$ cat src/rtl/nv_nvdla_sdp_hls_relu_bwd.sv
// ReLU backward gate: records x>0 per forward element in a mask FIFO and applies
// those bits in order to the returning gradient stream through a registered output.
module nv_nvdla_sdp_hls_relu_bwd #(
  parameter int DATA_WIDTH = 32,
  parameter int MASK_AW    = 4
) (
  input  logic                  nvdla_core_clk,
  input  logic                  nvdla_core_rstn,
  input  logic                  op_en,
  input  logic                  mask_flush,
  input  logic                  fwd_pvld,
  output logic                  fwd_prdy,
  input  logic [DATA_WIDTH-1:0] fwd_pd,
  input  logic                  grad_in_pvld,
  output logic                  grad_in_prdy,
  input  logic [DATA_WIDTH-1:0] grad_in_pd,
  output logic                  grad_out_pvld,
  input  logic                  grad_out_prdy,
  output logic [DATA_WIDTH-1:0] grad_out_pd,
  output logic [MASK_AW:0]      mask_cnt,
  output logic [31:0]           zero_cnt
);

  localparam int DEPTH = 1 << MASK_AW;
  localparam logic [MASK_AW:0] CNT_FULL = (MASK_AW+1)'(DEPTH);

  logic [DEPTH-1:0]      mask_mem_q, mask_mem_d;
  logic [MASK_AW-1:0]    wr_ptr_q, wr_ptr_d;
  logic [MASK_AW-1:0]    rd_ptr_q, rd_ptr_d;
  logic [MASK_AW:0]      mask_cnt_q, mask_cnt_d;
  logic [31:0]           zero_cnt_q, zero_cnt_d;
  logic                  out_pvld_q, out_pvld_d;
  logic [DATA_WIDTH-1:0] out_pd_q, out_pd_d;

  logic fwd_mask;
  logic m_head;
  logic push;
  logic pop;

  assign fwd_mask = ~fwd_pd[DATA_WIDTH-1] & (|fwd_pd);
  assign m_head   = mask_mem_q[rd_ptr_q];

  // Ready depends only on registered occupancy, so a mask never falls through an empty FIFO.
  assign fwd_prdy     = op_en & ~mask_flush & (mask_cnt_q != CNT_FULL);
  assign grad_in_prdy = op_en & ~mask_flush & (mask_cnt_q != '0) &
                        (~out_pvld_q | grad_out_prdy);

  assign push = fwd_pvld & fwd_prdy;
  assign pop  = grad_in_pvld & grad_in_prdy;

  always_comb begin
    mask_mem_d = mask_mem_q;
    wr_ptr_d   = wr_ptr_q;
    rd_ptr_d   = rd_ptr_q;
    mask_cnt_d = mask_cnt_q;
    zero_cnt_d = zero_cnt_q;
    out_pvld_d = out_pvld_q;
    out_pd_d   = out_pd_q;

    if (mask_flush) begin
      wr_ptr_d   = '0;
      rd_ptr_d   = '0;
      mask_cnt_d = '0;
      zero_cnt_d = '0;
    end else begin
      if (push) begin
        mask_mem_d[wr_ptr_q] = fwd_mask;
        wr_ptr_d             = wr_ptr_q + MASK_AW'(1);
      end
      if (pop) begin
        rd_ptr_d = rd_ptr_q + MASK_AW'(1);
      end
      if (push && !pop) begin
        mask_cnt_d = mask_cnt_q + (MASK_AW+1)'(1);
      end else if (pop && !push) begin
        mask_cnt_d = mask_cnt_q - (MASK_AW+1)'(1);
      end
      if (pop && !m_head && (zero_cnt_q != 32'hFFFF_FFFF)) begin
        zero_cnt_d = zero_cnt_q + 32'd1;
      end
    end

    // The output register drains independently of flush.
    if (pop) begin
      out_pvld_d = 1'b1;
      out_pd_d   = m_head ? grad_in_pd : '0;
    end else if (grad_out_prdy) begin
      out_pvld_d = 1'b0;
    end
  end

  always_ff @(posedge nvdla_core_clk or negedge nvdla_core_rstn) begin
    if (!nvdla_core_rstn) begin
      mask_mem_q <= '0;
      wr_ptr_q   <= '0;
      rd_ptr_q   <= '0;
      mask_cnt_q <= '0;
      zero_cnt_q <= '0;
      out_pvld_q <= 1'b0;
      out_pd_q   <= '0;
    end else begin
      mask_mem_q <= mask_mem_d;
      wr_ptr_q   <= wr_ptr_d;
      rd_ptr_q   <= rd_ptr_d;
      mask_cnt_q <= mask_cnt_d;
      zero_cnt_q <= zero_cnt_d;
      out_pvld_q <= out_pvld_d;
      out_pd_q   <= out_pd_d;
    end
  end

  assign grad_out_pvld = out_pvld_q;
  assign grad_out_pd   = out_pd_q;
  assign mask_cnt      = mask_cnt_q;
  assign zero_cnt      = zero_cnt_q;

endmodule

$ cat config.mk
export PLATFORM = sky130hd
export DESIGN_NAME = nv_nvdla_sdp_hls_relu_bwd
export DESIGN_NICKNAME = d
export VERILOG_FILES = /design/src/rtl/nv_nvdla_sdp_hls_relu_bwd.sv
export SDC_FILE = /design/constraint.sdc
export NUM_CORES = 1
export LEC_CHECK = 0
export ABC_AREA = 1
export BUFFER_PORTS_ARGS = -buffer_cell sky130_fd_sc_hd__buf_2
export CORE_ASPECT_RATIO = 1.1
export CORE_MARGIN = 2
export CORE_UTILIZATION = 50
export DETAILED_ROUTE_END_ITERATION = 6
export HOLD_SLACK_MARGIN = 0.03
export PLACE_DENSITY = 0.74
export REMOVE_ABC_BUFFERS = 1
export SKIP_LAST_GASP = 1
export SYNTH_ARGS = -nofsm -noshare
export SYNTH_HDL_FRONTEND = slang
export SYNTH_SLANG_ARGS = --single-unit
$ cat constraint.sdc
create_clock -name nvdla_core_clk -period 4 [get_ports nvdla_core_clk]
set_input_delay 0.4 -clock nvdla_core_clk [delete_from_list [all_inputs] [get_ports nvdla_core_clk]]
set_output_delay 0.4 -clock nvdla_core_clk [all_outputs]
set_load 0.01 [all_outputs]
==> results of run 1 <==
-- where the power goes --
part	leakage, nW	total (mW)	switching [mW]	internal (mW)
sequential	1.23	1.26	0.116	1.14
combinational	2.27	0.777	0.475	0.302
clock	0.151	0.876	0.384	0.492
-- cell families (layout without fill, tap and decap cells) --
family,count (synthesis),count (layout),synth area share (%)
AND/OR/NAND/NOR,492,492,39.14
buffers and inverters,112,247,8.635
flip-flops,94,94,43.06
AO/OA/AOI/OAI,38,38,3.619
XOR/XNOR,18,18,2.886
adder cells (fa/ha/maj),11,11,2.657
-- sequential cells by signal, indices dropped and copies added, names as in the netlist --
register and flops:
grad_out_pd 32, wr_ptr_q 4, zero_cnt 32, grad_out_pvld 1, mask_mem_q 16, mask_cnt 5, rd_ptr_q 4
-- cell type report --
| class | count | share of cell area, % |
|---|---|---|
| flip-flops and latches | 94 | 35.95 |
| inverters | 85 | 4.876 |
| multi-input cells | 559 | 40.36 |
| repair buffers | 146 | 11.36 |
| well taps | 147 | 2.811 |
| clock buffers | 9 | 3.442 |
| clock inverters | 7 | 1.205 |
-- routing by layer --
metal  routed length, µm  vias up  track usage (%)
li1                    -     2699                -
met1                5935     2336            30.72
met2                6410      152            40.53
met3                 714       22            4.114
met4                 335        0            9.640
met5                   0        -                0
-- final timing paths --
check                             startpoint              to  slack (ns)  cells past startpoint
max reg2reg                      rd_ptr_q[0]    zero_cnt[29]        1.44                      9
min reg2reg                   grad_out_pd[4]  grad_out_pd[4]        0.48                      2
min                          nvdla_core_rstn     zero_cnt[1]        0.15                      1
max in group asynchronous    nvdla_core_rstn  grad_out_pd[5]        2.98                      2
max                              rd_ptr_q[0]    zero_cnt[29]        1.44                      9
min in group nvdla_core_clk    grad_out_prdy   grad_out_pvld        0.25                      2
-- cells in the final DEF (no fill, tap or decap), types with 2 or more instances in the layout --
master and instances:
nor2_4 4, o21ai_0 25, buf_4 5, ha_1 10, nor2_2 2, o21ai_1 3, inv_2 3, nand3_2 3
xor2_1 8, inv_1 82, inv_6 3, nor3_1 2, clkinv_4 2, nand4_1 6, nand2_2 2, nand2_1 244
dfrtp_1 94, xnor2_1 10, a21oi_1 7, clkbuf_16 9, nor4_1 7, buf_2 141, nor2_1 77, nand3_1 143
-- worst max-delay path: cells and delay by family, from the launching register on --
kind	cells	cell delay, ns
flops	1	0.53
buf+inv	1	0.20
simple gates	8	1.77
==> run_results.csv, run 1 <==
group,metric,value,unit
logic_synthesis,synth_cell_types,30,
detailed_routing,drt_iter0_markers,283,
finish,layout.cells.non_filler,1047,
clocking,insertion_delay,0.35,ns
finish,multi_input_area,2641,µm²
setup_path,worstPathArrival,2.85,ns
floorplan,io_pins,143,
power_and_ir_drop,total_power,2.910,mW
clocking,cts_setup_buffers,0,
setup_path,worst_ep_required_time,4.29,ns
finish,syn_to_final_growth,19.79,%
clocking,cts-root-buf,"clkbuf_16",
floorplan,rows,40,
clocking,clk_path_buf_depth,2,
finish,seq_area,2352,µm²
place,dp_hpwl,9599,µm
setup_path,start_kind,"flip-flop",
finish,nNetsFinal,977,
logic_synthesis,syn_avg_cell_area,7.141,µm²
detailed_routing,drt_pass1_iterations,5,
power_and_ir_drop,p_leak,3.645,nW
setup_path,slowest_delay,0.73,ns
global_routing,grt_overflow,0,
timing,hold_ws,0.1499,ns
clocking,clkSlewWorstSetupHoldPaths,0.07,ns
setup_path,worstSetupPathType,"flip-flop to flip-flop",
logic_synthesis,synth_warnings,0,
global_routing,antenna_found_initial,0,
logic_synthesis,synth_top_area_cell,"dfrtp_1",
global_routing,grt_pass1_vias,4976,
floorplan,die_h,113.6,µm
setup_path,cp_slowest_cell,"nor2_4",
clocking,h-tree-depth,3,
global_routing,grt_pass1_wl,23100,µm
run,max_cap_viol_count,0,
status,status,"finished clean",
timing,clock_skew,0.008837,ns
setup_path,critPathCaptureType,"flip-flop",
global_routing,grtUsageTotal,23.89,%
detailed_routing,avgViaCountPerCell,4.975,
setup_path,path_common_cell,"nand3_1",
timing,timing.final.crit_period,2.561,ns
timing,hold_viol,0,
timing,final.setup.worst_slack,1.439,ns
timing,finalCritPeriodShare,64.02,%
logic_synthesis,yosysSeqAreaShare,43.06,%
clocking,cts_tree,"built",
hold_path,hold_class,"input port to async pin",
logic_synthesis,synth_top_area_share,43.06,%
place,io_buffer_count,142,
finish,drive_above_1_share,19.78,%
logic_synthesis,netlist_area,5463,µm²
setup_path,cp_cell_sequence,"inv_1, nand2_1, nand3_1, nand3_1, nand3_2, nand2_2, nor2_4, nand3_1, nand2_1",
timing,rsz0062_at_grt,"no",
floorplan,die_w,103.7,µm
logic_synthesis,synthTopCellsByArea,"dfrtp_1, nand2_1, nand3_1, inv_1, nor2_1",
detailed_routing,drc_errors,0,
logic_synthesis,ys.flop_type,"dfrtp_1",
timing,fmax,390.5,MHz
place,dpl.cell_count,1031,
detailed_routing,postRouteAntennaNets,0,
clocking,cts_resized,0,
logic_synthesis,synthTopCellsByCount,"nand2_1, nand3_1, dfrtp_1, inv_1, nor2_1",
detailed_routing,wl_per_cell,12.79,µm
detailed_routing,vias,5209,
detailed_routing,wl,13400,µm
power_and_ir_drop,powerDensity,444.6,nW/µm²
floorplan,design.core.area,10810,µm²
finish,nFillCells,1053,
timing,worstMarginPinSlew,0.8596,ns
logic_synthesis,ys_ff_latch,94,
global_routing,grt_start_max_net_pins,74,
logic_synthesis,synth_edf_count,0,
timing,setup_tns,0,ns
finish,n_antenna_cell,0,
timing,setup_violations,0,
finish,final_util,60.53,%
logic_synthesis,async_reset_ff_share,100.0,%
finish,fin_area,6544,µm²
place,gp_congestion,0.8842,
timing,final_max_slew_viol_count,0,
clocking,cts_made_buffers,9,
setup_path,crit_path_max_fanout,33,
floorplan,start_util,50.53,%
timing,slew_headroom,42.69,%
logic_synthesis,post-synth-top-count-cell,"nand2_1",
place,place_area,6240,µm²
logic_synthesis,synthCells,765,
place,place_ws,1.487,ns
power_and_ir_drop,ir_worst_vdd,0.0003444,V
clocking,holdBufCountCts,0,
floorplan,die-area,11780,µm²
clocking,cts.sinks,94,
Note: power is estimated with default switching activity, not from simulation.
==> run 2, diff against run 1 <==
Settings changed: CORE_UTILIZATION 50 to 48, PLACE_DENSITY 0.74 to 0.75.
Clock period 4 ns to 2.2 ns, I/O delays scaled along.
==> run 2 against run 1 <==
  * Sequential power is 81% higher
  * Critical path depth up 2
  * Core utilization increased by 0.56 points
  * Largest cell class unchanged
  * Combinational power rose by 99%
  * Sequential share of layout area shrank 0.98 points
  * Clock skew is 0.0028 ns higher
  * Non-clock buffer count increased by 20
  * Wire length grew 7.7%
  * Sequential cell count stayed put
  * Power up 83%
  * Hold slack worse by 0.071 ns
  * Highest routed layer unchanged
  * Final cell count up 2.0%
==> run_results.csv, run 2 (synthesis gave the netlist of run 1 again) <==
group,metric,value,unit
status,status,"finished clean",
finish,layout.cells.non_filler,1068,
global_routing,grt_start_max_net_pins,74,
power_and_ir_drop,powerDensity,790.8,nW/µm²
timing,timing.final.crit_period,1.972,ns
detailed_routing,wl_per_cell,13.51,µm
detailed_routing,drt_pass1_iterations,5,
timing,slew_headroom,50.57,%
setup_path,critPathCaptureType,"flip-flop",
clocking,h-tree-depth,3,
detailed_routing,avgViaCountPerCell,5.033,
clocking,cts.sinks,94,
floorplan,die-area,12250,µm²
setup_path,worstSetupPathType,"flip-flop to flip-flop",
timing,finalCritPeriodShare,89.65,%
place,io_buffer_count,142,
setup_path,rrSetupSlack,0.23,ns
global_routing,grt_pass1_wl,23780,µm
timing,setup_tns,0,ns
setup_path,start_kind,"flip-flop",
setup_path,worst_ep_required_time,2.44,ns
hold_path,worstHoldPathCells,2,
timing,worstMarginPinSlew,0.7415,ns
run,max_cap_viol_count,0,
place,dpl.cell_count,1049,
timing,clock_skew,0.01164,ns
setup_path,crit_path_max_fanout,36,
floorplan,die_h,115.9,µm
clocking,clk_path_buf_depth,2,
finish,layout_commonest_cell,"nand2_1",
floorplan,design.core.area,11010,µm²
global_routing,grt_pass1_vias,5152,
detailed_routing,drc_errors,0,
detailed_routing,drt_iter0_markers,304,
place,dp_hpwl,10240,µm
timing,fmax,507.0,MHz
clocking,clkSlewWorstSetupHoldPaths,0.07,ns
finish,drive_above_1_share,22.15,%
setup_path,r2r_start,"grad_out_pvld",
floorplan,start_util,49.61,%
floorplan,io_pins,143,
power_and_ir_drop,p_leak,3.742,nW
global_routing,grt_overflow,0,
timing,final_max_slew_viol_count,0,
clocking,cts_made_buffers,9,
detailed_routing,vias,5375,
setup_path,worstPathArrival,2.21,ns
finish,layout_common_cells,"nand2_1, nand3_1, buf_2",
finish,nFillCells,1073,
hold_path,worst_hold_startpoint,"grad_out_prdy",
timing,rsz0062_at_grt,"no",
clocking,cts-root-buf,"clkbuf_16",
floorplan,die_w,105.7,µm
clocking,cts_tree,"built",
finish,syn_to_final_growth,23.13,%
finish,nNetsFinal,998,
clocking,insertion_delay,0.35,ns
setup_path,ff2ff_path_depth,11,
global_routing,grtUsageTotal,24.26,%
place,gp_congestion,0.9338,
timing,hold_viol,0,
setup_path,worst_r2r_endpoint,"mask_cnt[0]",
timing,setup_violations,0,
global_routing,antenna_found_initial,0,
floorplan,rows,40,
detailed_routing,postRouteAntennaNets,0,
hold_path,hold_class,"input port to flip-flop",
power_and_ir_drop,ir_worst_vdd,0.0005480,V
finish,n_antenna_cell,0,
detailed_routing,wl,14430,µm
hold_path,hold-path-endpoint,"grad_out_pvld",
-- run 2: layout make-up --
class / instances / area [µm²] / area share [%]
Multi-Input combinational cell: 560 / 2683 / 39.88
Sequential cell: 94 / 2352 / 34.97
Clock buffer: 9 / 225.2 / 3.348
Timing Repair Buffer: 166 / 908.4 / 13.50
Clock inverter: 7 / 55.05 / 0.8185
Tap cell: 147 / 183.9 / 2.734
Inverter: 85 / 319.1 / 4.743
-- run 2: how the worst max path moves through the flow --
stage	start	endpoint	slack, ns	cells after the start
final	grad_out_pvld	mask_cnt[0]	0.23	11
after detailed placement	mask_cnt[0]	mask_cnt[4]	0.09	13
after CTS	mask_cnt[0]	mask_cnt[4]	0.08	13
after global placement	mask_cnt[0]	mask_cnt[4]	0.14	13
after floorplan	mask_flush	zero_cnt[0]	-1.61	9
after global routing	rd_ptr_q[0]	grad_out_pd[30]	0.02	9
-- run 2: what timing repair did --
action	CTS	global route
endpoints found under the hold margin	32	0
setup endpoints to repair	0	34
setup buffers	0	1
hold buffers	1	0
gates resized for setup	0	9
-- run 2: where the power goes --
group	leakage [nW]	internal, mW	total, mW	switching [mW]
Clock	0.133	0.778	1.49	0.711
Combinational	2.38	0.620	1.55	0.934
Sequential	1.23	2.07	2.28	0.201
Total	3.74	3.47	5.32	1.85
-- run 2: routing by layer --
layer  vias up  GRT usage, %  routed length [µm]
met4         0         9.825                 343
met2       137         42.84                7218
met1      2468         29.07                6089
met5         -             0                   0
li1       2740             -                   -
met3        30         5.118                 777
-- run 2: critical path, cell delays in order (launching register included) --
cell and delay (ns):
dfrtp_1 0.40, inv_1 0.07, nor2_1 0.04, nor2_1 0.11, nand2_2 0.08, nor2_2 0.20, buf_4 0.40, nand2_1 0.14
nand3_2 0.17, inv_1 0.11, nand2_1 0.06, o21ai_0 0.06
-- run 2: stage by stage --
step	power (mW)	cell area, µm²	util (%)	setup WS (ns)	hold slack [ns]
global placement	3.783	6387	58.01	0.1353	0.2038
floorplan	3.106	5310	-	-1.613	-0.07559
detailed placement	3.809	6387	58.01	0.08679	0.2094
CTS	5.322	6678	60.65	0.07758	0.08044
global route	5.672	6726	61.09	0.01977	0.08775
finish	5.319	6726	61.09	0.2277	0.07929
==> run 3, diff against run 2 <==
Settings changed: CORE_UTILIZATION 48 to 42, PLACE_DENSITY 0.75 to 0.66.
==> run 3 against run 2 <==
  * Die area up 14%
  * Wire length down 1.0%
  * Combinational power about the same
  * Power up 2.2%
  * Sequential share of layout area about the same
  * Clock-buffer cell count unchanged
  * Hold slack worse by 0.027 ns
  * Global-route usage down 3.0 points
  * Cell area down 0.11%
  * Via count down 0.24%
  * Final cell count up 0.75%
  * Largest cell class unchanged
==> run_results.csv, run 3 (synthesis gave the netlist of run 1 again) <==
group,metric,value,unit
setup_path,worst_ep_required_time,2.44,ns
timing,final.setup.worst_slack,0.1038,ns
floorplan,io_pins,143,
timing,finalCritPeriodShare,95.28,%
finish,syn_to_final_growth,23.00,%
setup_path,cp_cell_sequence,"nor2_1, nand4_1, nand2_1, inv_1, nand2_1, nand2_2, fa_1, nand3_1, nand2_1, xor2_1, a21oi_1, o21ai_0, nand2_1",
clocking,clk_path_buf_depth,2,
clocking,cts.sinks,94,
place,dp_hpwl,10040,µm
setup_path,worstSetupPathType,"flip-flop to flip-flop",
setup_path,crit_path_max_fanout,6,
timing,final_max_slew_viol_count,0,
clocking,cts_tree,"built",
clocking,cts-root-buf,"clkbuf_16",
finish,nNetsFinal,996,
setup_path,critPathCapture,"mask_cnt[4]",
detailed_routing,wl_per_cell,13.27,µm
place,dpl.cell_count,1058,
setup_path,r2r_start,"mask_cnt[2]",
setup_path,slowest_delay,0.43,ns
setup_path,rrSetupSlack,0.10,ns
finish,n_antenna_cell,0,
setup_path,worstPathArrival,2.34,ns
global_routing,grt_overflow,0,
timing,fmax,477.1,MHz
clocking,insertion_delay,0.36,ns
timing,rsz0062_at_grt,"yes",
timing,timing.final.crit_period,2.096,ns
place,io_buffer_count,142,
status,status,"finished clean",
floorplan,die-area,13940,µm²
detailed_routing,avgViaCountPerCell,4.983,
detailed_routing,postRouteAntennaNets,0,
detailed_routing,wl,14280,µm
clocking,clkSlewWorstSetupHoldPaths,0.07,ns
finish,fin_area,6719,µm²
power_and_ir_drop,ir_worst_vdd,0.0005570,V
global_routing,grtUsageTotal,21.30,%
clocking,cts_made_buffers,9,
finish,layout_commonest_cell,"nand2_1",
clocking,h-tree-depth,3,
floorplan,start_util,43.21,%
floorplan,die_w,112.7,µm
power_and_ir_drop,powerDensity,808.9,nW/µm²
global_routing,grt_pass1_vias,5082,
floorplan,design.core.area,12640,µm²
finish,layout_common_cells,"nand2_1, nand3_1, buf_2",
timing,hold_viol,0,
place,place_ws,0.06439,ns
hold_path,hold_class,"input port to flip-flop",
detailed_routing,drc_errors,0,
timing,slew_headroom,50.59,%
setup_path,cp_num_buf_inv,1,
detailed_routing,drt_iter0_markers,316,
power_and_ir_drop,p_leak,3.741,nW
run,max_cap_viol_count,0,
timing,setup_tns,0,ns
setup_path,ff2ff_path_depth,13,
clocking,cts_setup_buffers,0,
timing,setup_violations,0,
setup_path,cp_num_cells,13,
timing,worstMarginPinSlew,0.7412,ns
floorplan,rows,43,
setup_path,cp_slowest_cell,"fa_1",
detailed_routing,drt_pass1_iterations,5,
place,gp_congestion,0.9174,
global_routing,grt_start_max_net_pins,74,
timing,clock_skew,0.007751,ns
setup_path,worst_r2r_endpoint,"mask_cnt[4]",
setup_path,critPathCaptureType,"flip-flop",
global_routing,antenna_found_initial,0,
setup_path,path_common_cell,"nand2_1",
finish,layout.cells.non_filler,1076,
floorplan,die_h,123.6,µm
detailed_routing,vias,5362,
setup_path,path_delay_family,"simple AND/OR/NAND/NOR gates",
setup_path,crit_start,"mask_cnt[2]",
global_routing,grt_pass1_wl,23850,µm
finish,drive_above_1_share,21.44,%
place,place_area,6392,µm²
setup_path,start_kind,"flip-flop",
-- run 3: layer usage --
| metal | track usage (%) | vias to the layer above | wire [µm] |
|---|---|---|---|
| li1 | - | 2733 | - |
| met1 | 26.04 | 2444 | 6197 |
| met2 | 36.41 | 149 | 6861 |
| met3 | 4.477 | 36 | 758 |
| met4 | 9.680 | 0 | 461 |
| met5 | 0 | - | 0 |
-- run 3: worst reg2reg max path: stages, from the launching register on --
cell	delay, ns
dfrtp_1	0.41
nor2_1	0.13
nand4_1	0.09
nand2_1	0.10
inv_1	0.06
nand2_1	0.10
nand2_2	0.12
fa_1	0.44
nand3_1	0.10
nand2_1	0.06
xor2_1	0.16
a21oi_1	0.08
o21ai_0	0.07
nand2_1	0.07
-- run 3: repair_timing --
item | in CTS | in global routing
endpoints found under the hold margin | 94 | 0
resized for setup | 0 | 3
hold buffers | 1 | 0
setup endpoints to repair | 0 | 34
-- run 3: worst min path at each step --
stage / start / endpoint / slack, ns / depth (start not counted)
2_1_floorplan: nvdla_core_rstn / grad_out_pd[0] / -0.08 / 0
3_3_place_gp: nvdla_core_rstn / zero_cnt[1] / 0.05 / 1
3_5_place_dp: nvdla_core_rstn / zero_cnt[1] / 0.05 / 1
4_1_cts: grad_out_prdy / grad_out_pvld / 0.04 / 2
5_1_grt: grad_in_pd[16] / grad_out_pd[16] / 0.08 / 3
6_report: grad_out_prdy / grad_out_pvld / 0.05 / 2
-- run 3: metrics by stage --
step | power [mW] | hold slack (ns) | util (%)
global route | 5.776 | 0.08186 | 53.14
finish | 5.435 | 0.05232 | 53.14
CTS | 5.479 | 0.03850 | 53.03
detailed placement | 3.816 | 0.05298 | 50.56
global placement | 3.794 | 0.05389 | 50.56
floorplan | 3.106 | -0.07559 | -
-- run 3: where the power goes --
part	switching, mW	total, mW	leakage [nW]	internal [mW]
clock	0.743	1.64	0.147	0.896
combinational	0.917	1.52	2.37	0.602
sequential	0.203	2.28	1.23	2.07
total	1.86	5.43	3.74	3.57
-- run 3: cell type report --
| class | instances | area [µm²] |
|---|---|---|
| inverters | 85 | 319.1 |
| repair buffers | 164 | 893.4 |
| flip-flops and latches | 94 | 2352 |
| multi-input cells | 560 | 2655 |
| clock inverters | 7 | 77.57 |
| fillers | 1258 | 5924 |
| well taps | 157 | 196.4 |
| clock buffers | 9 | 225.2 |
